==> config.mk <==
export PLATFORM = sky130hd
export DESIGN_NAME = seq_divider
export DESIGN_NICKNAME = d
export VERILOG_FILES = /design/src/rtl/seq_divider_pkg.sv /design/src/rtl/seq_divider_div_step.sv /design/src/rtl/seq_divider.sv
export SDC_FILE = /design/constraint.sdc
export NUM_CORES = 1
export LEC_CHECK = 0
export BUFFER_PORTS_ARGS = -buffer_cell sky130_fd_sc_hd__buf_2
export CAP_MARGIN = 20
export CORE_MARGIN = 2
export CORE_UTILIZATION = 56
export CTS_BUF_LIST = sky130_fd_sc_hd__clkbuf_16
export DETAILED_ROUTE_END_ITERATION = 16
export PLACE_DENSITY = 0.78
export SLEW_MARGIN = 20
export SYNTH_ARGS = -nofsm -noshare
export SYNTH_HDL_FRONTEND = slang
export SYNTH_SLANG_ARGS = --single-unit
==> constraint.sdc <==
create_clock -name i_clk -period 2.8 [get_ports i_clk]
set_input_delay 0.14 -clock i_clk [delete_from_list [all_inputs] [get_ports i_clk]]
set_output_delay 0.14 -clock i_clk [all_outputs]
set_load 0.01 [all_outputs]
==> src/rtl/seq_divider_pkg.sv <==
// Shared types and sizing helpers for the sequential restoring divider.
package seq_divider_pkg;

  typedef enum logic [1:0] {
    IDLE = 2'd0,
    CALC = 2'd1,
    DONE = 2'd2
  } state_t;

  localparam int DEFAULT_DATA_W = 8;

  // One extra bit so the counter can represent DATA_W itself.
  function automatic int cnt_width(input int data_w);
    return $clog2(data_w) + 1;
  endfunction

  localparam int DEFAULT_CNT_W = cnt_width(DEFAULT_DATA_W);

endpackage

==> src/rtl/seq_divider_div_step.sv <==
// One combinational restoring-division iteration on {rem, dividend}.
module div_step
  import seq_divider_pkg::*;
#(
  parameter int DATA_W = DEFAULT_DATA_W
) (
  input  logic [DATA_W-1:0] rem,
  input  logic [DATA_W-1:0] dividend,
  input  logic [DATA_W-1:0] divisor,
  output logic [DATA_W-1:0] rem_next,
  output logic [DATA_W-1:0] dividend_next,
  output logic              quo_bit
);

  logic [DATA_W:0] shifted;

  // rem < divisor on entry, so the restored value always fits DATA_W bits
  // and the low-bit subtraction equals the full-width one.
  always_comb begin
    shifted       = {rem, dividend[DATA_W-1]};
    quo_bit       = (shifted >= {1'b0, divisor});
    rem_next      = quo_bit ? (shifted[DATA_W-1:0] - divisor) : shifted[DATA_W-1:0];
    dividend_next = dividend << 1;
  end

endmodule

==> src/rtl/seq_divider.sv <==
// Sequential unsigned restoring divider, one quotient bit per clock.
// SEQ_DIVIDER_DIVZERO_EN adds o_div_zero and a one-cycle b==0 shortcut.
module seq_divider
  import seq_divider_pkg::*;
#(
  parameter int DATA_W = DEFAULT_DATA_W
) (
  input  logic              i_clk,
  input  logic              i_reset,
  input  logic              i_start,
  input  logic [DATA_W-1:0] i_value_a,
  input  logic [DATA_W-1:0] i_value_b,
  output logic              o_busy,
  output logic              o_done,
  output logic [DATA_W-1:0] o_value_quo,
  output logic [DATA_W-1:0] o_value_rem
`ifdef SEQ_DIVIDER_DIVZERO_EN
  ,
  output logic              o_div_zero
`endif
);

  localparam int CNT_W = cnt_width(DATA_W);
  localparam logic [CNT_W-1:0] LAST_ITER = CNT_W'(DATA_W - 1);

  state_t            state;
  logic              busy;
  logic              done;
  logic [DATA_W-1:0] quo;
  logic [DATA_W-1:0] rem_out;
  logic [DATA_W-1:0] rem;
  logic [DATA_W-1:0] dividend;
  logic [DATA_W-1:0] divisor;
  logic [CNT_W-1:0]  cnt;

  logic [DATA_W-1:0] step_rem;
  logic [DATA_W-1:0] step_dividend;
  logic              step_quo_bit;
  logic [DATA_W-1:0] next_dividend;

  div_step #(.DATA_W(DATA_W)) u_step (
    .rem           (rem),
    .dividend      (dividend),
    .divisor       (divisor),
    .rem_next      (step_rem),
    .dividend_next (step_dividend),
    .quo_bit       (step_quo_bit)
  );

  // Quotient bits fill the dividend register from the bottom as it drains.
  assign next_dividend = step_dividend | DATA_W'(step_quo_bit);

`ifdef SEQ_DIVIDER_DIVZERO_EN
  logic div_zero;
  assign o_div_zero = div_zero;
`endif

  always_ff @(posedge i_clk) begin
    if (i_reset) begin
      state    <= IDLE;
      busy     <= 1'b0;
      done     <= 1'b0;
      quo      <= '0;
      rem_out  <= '0;
      rem      <= '0;
      dividend <= '0;
      divisor  <= '0;
      cnt      <= '0;
`ifdef SEQ_DIVIDER_DIVZERO_EN
      div_zero <= 1'b0;
`endif
    end else begin
      done <= 1'b0;
      case (state)
        IDLE: begin
          if (i_start) begin
            dividend <= i_value_a;
            divisor  <= i_value_b;
            rem      <= '0;
            cnt      <= '0;
            busy     <= 1'b1;
`ifdef SEQ_DIVIDER_DIVZERO_EN
            if (i_value_b == '0) begin
              state    <= DONE;
              done     <= 1'b1;
              quo      <= '1;
              rem_out  <= i_value_a;
              div_zero <= 1'b1;
            end else begin
              state <= CALC;
            end
`else
            state <= CALC;
`endif
          end
        end
        CALC: begin
          rem      <= step_rem;
          dividend <= next_dividend;
          cnt      <= cnt + 1'b1;
          if (cnt == LAST_ITER) begin
            state   <= DONE;
            done    <= 1'b1;
            quo     <= next_dividend;
            rem_out <= step_rem;
`ifdef SEQ_DIVIDER_DIVZERO_EN
            div_zero <= 1'b0;
`endif
          end
        end
        DONE: begin
          state <= IDLE;
          busy  <= 1'b0;
        end
        default: begin
          state <= IDLE;
          busy  <= 1'b0;
        end
      endcase
    end
  end

  assign o_busy      = busy;
  assign o_done      = done;
  assign o_value_quo = quo;
  assign o_value_rem = rem_out;

endmodule
Word-level counts from Yosys, hierarchy flattened
Cells that the tools add are included.

Register bits after elaboration: 48. Output and inout bits: 18.

$add $sub $neg: 2. $lt $le $gt $ge: 1. Reduce and logical (&&, ||, !) cells: 8. Mux-type cells: 13. Bitwise operators: 2. Equal/unequal tests: 4.

Operators with widths (number): 8-bit case mux with 2 select lines (2); 8-bit two-way mux (3); 2-bit AND reduction (5); 9-bit by 8-bit >= comparator with 1-bit output (1); 8-bit by 1-bit OR with 8-bit output (1); 4-bit case mux with 2 select lines (1); 8-bit subtractor (1); 4-bit by 1-bit adder with 4-bit output (second input constant) (1); 4-bit by 3-bit equality test with 1-bit output (second input constant) (1); 2-bit two-way mux (2); 4-bit two-way mux (1); 2-bit != test (second input constant) (2); 2-bit case mux with 2 select lines (1); 2-bit by 1-bit equality test with 1-bit output (second input constant) (1); 2-bit zero test (1); 1-bit two-way mux (2); 1-bit case mux with 2 select lines (1); 2-bit nonzero test (1); 2-bit OR reduction (1); 1-bit inverter (1).

Depth between registers and ports, before layout
Word-level depth: 3. Mapped depth: 9. Mapped depth without buffers: 9.

Cells and area by module
Synthesis repeated with hierarchy kept, for this count alone.

Cells, all modules: 265. Area, all modules: 2413.6 um2.

Modules (own cells, without submodules): seq_divider (instances 1, seq. area each 960.9 um2, area an instance 1810.5 um2, cells each 190); div_step (instances 1, seq. area each 0.0 um2, area an instance 603.1 um2, cells each 75).

Worst setup path before layout
Ideal clock, no wire load.

Path type: reg-to-reg. From: reg divisor[6]. To: reg rem[2]. Clock period less this slack: 2.153 ns. Cell stages (with the launch flop): 9. Buffers on the path: 1. Arrival: 2.035 ns. Slack: 0.647 ns. Data required time: 2.683 ns. Path through: dfxtp_1 > inv_1 > ha_1 > a21oi_4 > nor2_2 > or4_1 > buf_2 > or3_1 > a32o_1.

Word-level cells in the longest chain between the ends: 3.

RTL lines: start, declared (line seq_divider.sv:33) `logic [DATA_W-1:0] divisor;`; start signal, assigned (line seq_divider.sv:78) `divisor <= i_value_b;`; 9-bit by 8-bit >= comparator with 1-bit output (line seq_divider_div_step.sv:21) `quo_bit = (shifted >= {1'b0, divisor});`; 8-bit two-way mux (line seq_divider_div_step.sv:22) `rem_next = quo_bit ? (shifted[DATA_W-1:0] - divisor) : shifted[DATA_W-1:0];`; 8-bit case mux with 2 select lines (line seq_divider.sv:74) `case (state)`; end signal, assigned (line seq_divider.sv:98) `rem <= step_rem;`; end, declared (line seq_divider.sv:31) `logic [DATA_W-1:0] rem;`.

No other way between the ends. A chain may end at the register's enable or synchronous reset.

Worst setup path after layout
From: reg dividend[7]. To: reg rem_out[6] (netlist: o_value_rem[6]).

Word-level cells in the longest chain between the ends: 2. Elaborated cells between the ends (all ways): 3. Classes of those cells: add/sub: 1; order compare: 1; mux: 1.

RTL lines: start, declared (line seq_divider.sv:32) `logic [DATA_W-1:0] dividend;`; start signal, assigned (line seq_divider.sv:77) `dividend <= i_value_a;`; start signal, assigned (line seq_divider.sv:99) `dividend <= next_dividend;`; 8-bit subtractor or 9-bit by 8-bit >= comparator with 1-bit output (tied branches) (line seq_divider_div_step.sv:22, seq_divider_div_step.sv:21); 8-bit two-way mux (*) (line seq_divider_div_step.sv:22); end signal, assigned (line seq_divider.sv:105) `rem_out <= step_rem;`; end, declared (line seq_divider.sv:30) `logic [DATA_W-1:0] rem_out;`.

Mark *: on every way between the ends. The rest lies on a longest branch, timed or not.

==> results.yml <==
status:
  status: "finished, final reports clean"
timing:
  tightest_slew_ns: 0.650
  whs_ns: 0.0805
  maxSlewViolCount: 0
  hold_viol_final: 0
  fin_setup_tns_ns: 0
  fmax_mhz: 410
  worst_slew_margin_rel_pct: 56.7
  rsz0062_at_grt: "false"
  fin_crit_ns: 2.44
  setup_viol_count_final: 0
  post-route-period-util_pct: 87.1
  skew_ns: 0.00435
  setup_ws_ns: 0.361
drt:
  viasPerCell: 5.83
  drtPass1Iterations: 6
  vias: 2257
  ant_nets: 0
  route.detailed.drc: 0
  post_drt_wl_per_cell_um: 15.0
  routed_wl_um: 5800
  drt-initial-drc-count: 227
yosys:
  synthTopCellsByArea: "dfxtp_1 40%, nand2_1 7.0%, a21oi_1 5.4%"
  ys_types: 48
  syn_avg_cell_area_um2: 7.94
  synth.ff_latch_count: 48
  synth_edf_count: 0
  synth_top_area_share_pct: 39.7
  synth_top_cell_by_area: "dfxtp_1"
  ys_seq_area_share_pct: 39.7
  synth-warning-count: 0
  netlist_area_um2: 2420
  synth_nets: 334
  ys_async_sr_fraction_pct: 0
  synth_cells: 305
  ys.flop_type: "dfxtp_1"
placed_design:
  gp_congestion: 0.907
  placed_area_um2: 2630
  pre_cts_slack_ns: 0.234
  dp.final_hpwl_um: 4110
  dp_cells: 379
  portBuffers: 36
die:
  start_util_pct: 59.3
  core-area_um2: 4090
  ioPinCount: 37
  rows: 23
  die_h_um: 69.8
  dieArea_um2: 4870
  die_w_um: 69.8
critical_path:
  path_class: "register to register"
  cp.arrival_ns: 2.64
  critPathRequiredTime_ns: 3.00
  cp.buffers_inverters: 2
  cpPeakStageDelay_ns: 0.66
  reg2reg_slack_ns: 0.36
  path_delay_family: "compound AO/OA/AOI/OAI gates"
  end_kind: "register"
  r2r_cells: 9
  crit_path_top_delay_cell: "or4b_2"
  worst_path_most_repeated_cell: "inv_1"
  cp_max_fo: 4
  worstSetupStartpointType: "register"
  path_cells: "inv_1 > ha_1 > inv_1 > fa_1 > a211oi_1 > or4b_2 > o2111ai_1 > o21ai_0 > a311oi_1"
  path_depth: 9
global_routing:
  grt_pass1_wl_um: 9870
  grt_pass1_vias: 2098
  antenna_found_initial: 0
  overflow: 0
  grt_max_degree: 28
  grt_util_all_layers_pct: 24.9
clock_tree:
  hold_buffers: 0
  cts_buffer_depth: 2
  cts_max_level: 2
  post_cts_resize_count: 0
  clock-sinks: 48
  path_clk_slew_ns: 0.06
  root_buffer: "clkbuf_16"
  clk_latency_ns: 0.29
  cts_made_buffers: 5
  cts_tree: "done"
  post_cts_buffers: 0
finish:
  drive_gt1_share_pct: 17.2
  nFillCells: 370
  antenna_cells: 0
  final_area_um2: 2780
  instances_no_fill: 387
  syn_to_final_growth_pct: 14.7
  post-route-util_pct: 68.0
  nets: 365
power_and_ir_drop:
  peakVddDrop_v: 0.000668
  leakagePower_nw: 1.15
  power_mw: 2.85
  power.density_nw_per_um2: 1020
worst_hold_path:
  holdPathStages: 3
  hold_path.class: "input pin to register"
run:
  drv_cap: 0
-- worst reg2reg max path, stage by stage, from the launching register on --
cell	delay, ns
dfxtp_1	0.33
inv_1	0.10
ha_1	0.23
inv_1	0.10
fa_1	0.24
a211oi_1	0.13
or4b_2	0.66
o2111ai_1	0.14
o21ai_0	0.17
a311oi_1	0.28
-- metal layers --
layer / vias to the layer above / wire length, um / global-route usage (%) / part of all wire [%]
li1: 1136 / - / - / -
met1: 1048 / 2780 / 34.4 / 48
met2: 63 / 2630 / 39.4 / 45
met3: 10 / 290 / 4.80 / 5.0
met4: 0 / 97 / 7.91 / 1.7
met5: - / 0 / 0 / 0
-- path summary, 6_finish.rpt --
path	to	start
min reg2reg	o_value_quo[6]$_SDFFE_PP0P_	o_value_quo[6]$_SDFFE_PP0P_
max reg2reg	o_value_rem[6]$_SDFFE_PP0P_	dividend[7]$_SDFFE_PP0P_
min	divisor[1]$_SDFFE_PP0P_	i_value_b[1]
max	o_value_rem[6]$_SDFFE_PP0P_	dividend[7]$_SDFFE_PP0P_
-- report_power, final --
group          internal (mW)  switching (mW)  total, mW
registers              0.757          0.0798      0.837
clock network          0.330           0.265      0.595
logic                  0.498           0.917       1.42
-- kinds of logic (layout without fill, tap and decap cells) --
logic type,after synthesis,count (layout),synth area share (%)
buffers and inverters,32,64,5.22
flip-flops,48,48,39.7
XOR/XNOR,4,4,1.45
AO/OA/AOI/OAI,83,83,22.9
adder cells (fa/ha/maj),10,10,5.48
multiplexers,1,1,0.465
AND/OR/NAND/NOR,127,127,24.8
-- final cells by class --
cell class	count	area (um2)	area share (%)
sequential	48	961	34.6
tap	50	62.6	2.25
clock inverter	3	17.5	0.630
timing repair buffer	41	218	7.83
clock buffer	5	125	4.50
multi-input combinational	225	1340	48.2
inverter	15	56.3	2.03
-- sequential cells by signal (all words and copies together) (netlist names) --
signal / cells
rem: 8
state: 2
o_value_quo: 8
o_busy: 1
divisor: 8
o_value_rem: 8
dividend: 8
o_done: 1
cnt: 4
-- cell usage after synthesis, types with 2 or more instances --
cell,number
dfxtp_1,48
nand2_1,45
nor2_1,34
a21oi_1,26
inv_1,15
o21ai_0,13
clkbuf_1,12
nand3_1,10
nor3_1,10
ha_1,9
nand3b_1,7
o211ai_1,7
a2bb2oi_1,5
a311oi_1,4
nand2b_1,4
nand4_1,4
a21o_1,3
a22oi_1,3
o2111ai_1,3
o31ai_1,3
a211oi_1,2
a31o_2,2
a31oi_1,2
a32o_1,2
buf_1,2
buf_2,2
nor2b_1,2
nor3b_1,2
o21bai_1,2
or3_1,2
xnor2_1,2
xor2_1,2
-- cells in the final DEF (no fill, tap or decap), types with 7 or more instances in the layout --
| cell type | count |
|---|---|
| inv_1 | 15 |
| nand3_1 | 10 |
| ha_1 | 9 |
| o211ai_1 | 7 |
| nand3b_1 | 7 |
| o21ai_0 | 13 |
| dfxtp_1 | 48 |
| buf_2 | 36 |
| nor3_1 | 10 |
| nor2_1 | 34 |
| nand2_1 | 45 |
| a21oi_1 | 25 |
Note: power is estimated with default switching activity, not from simulation.
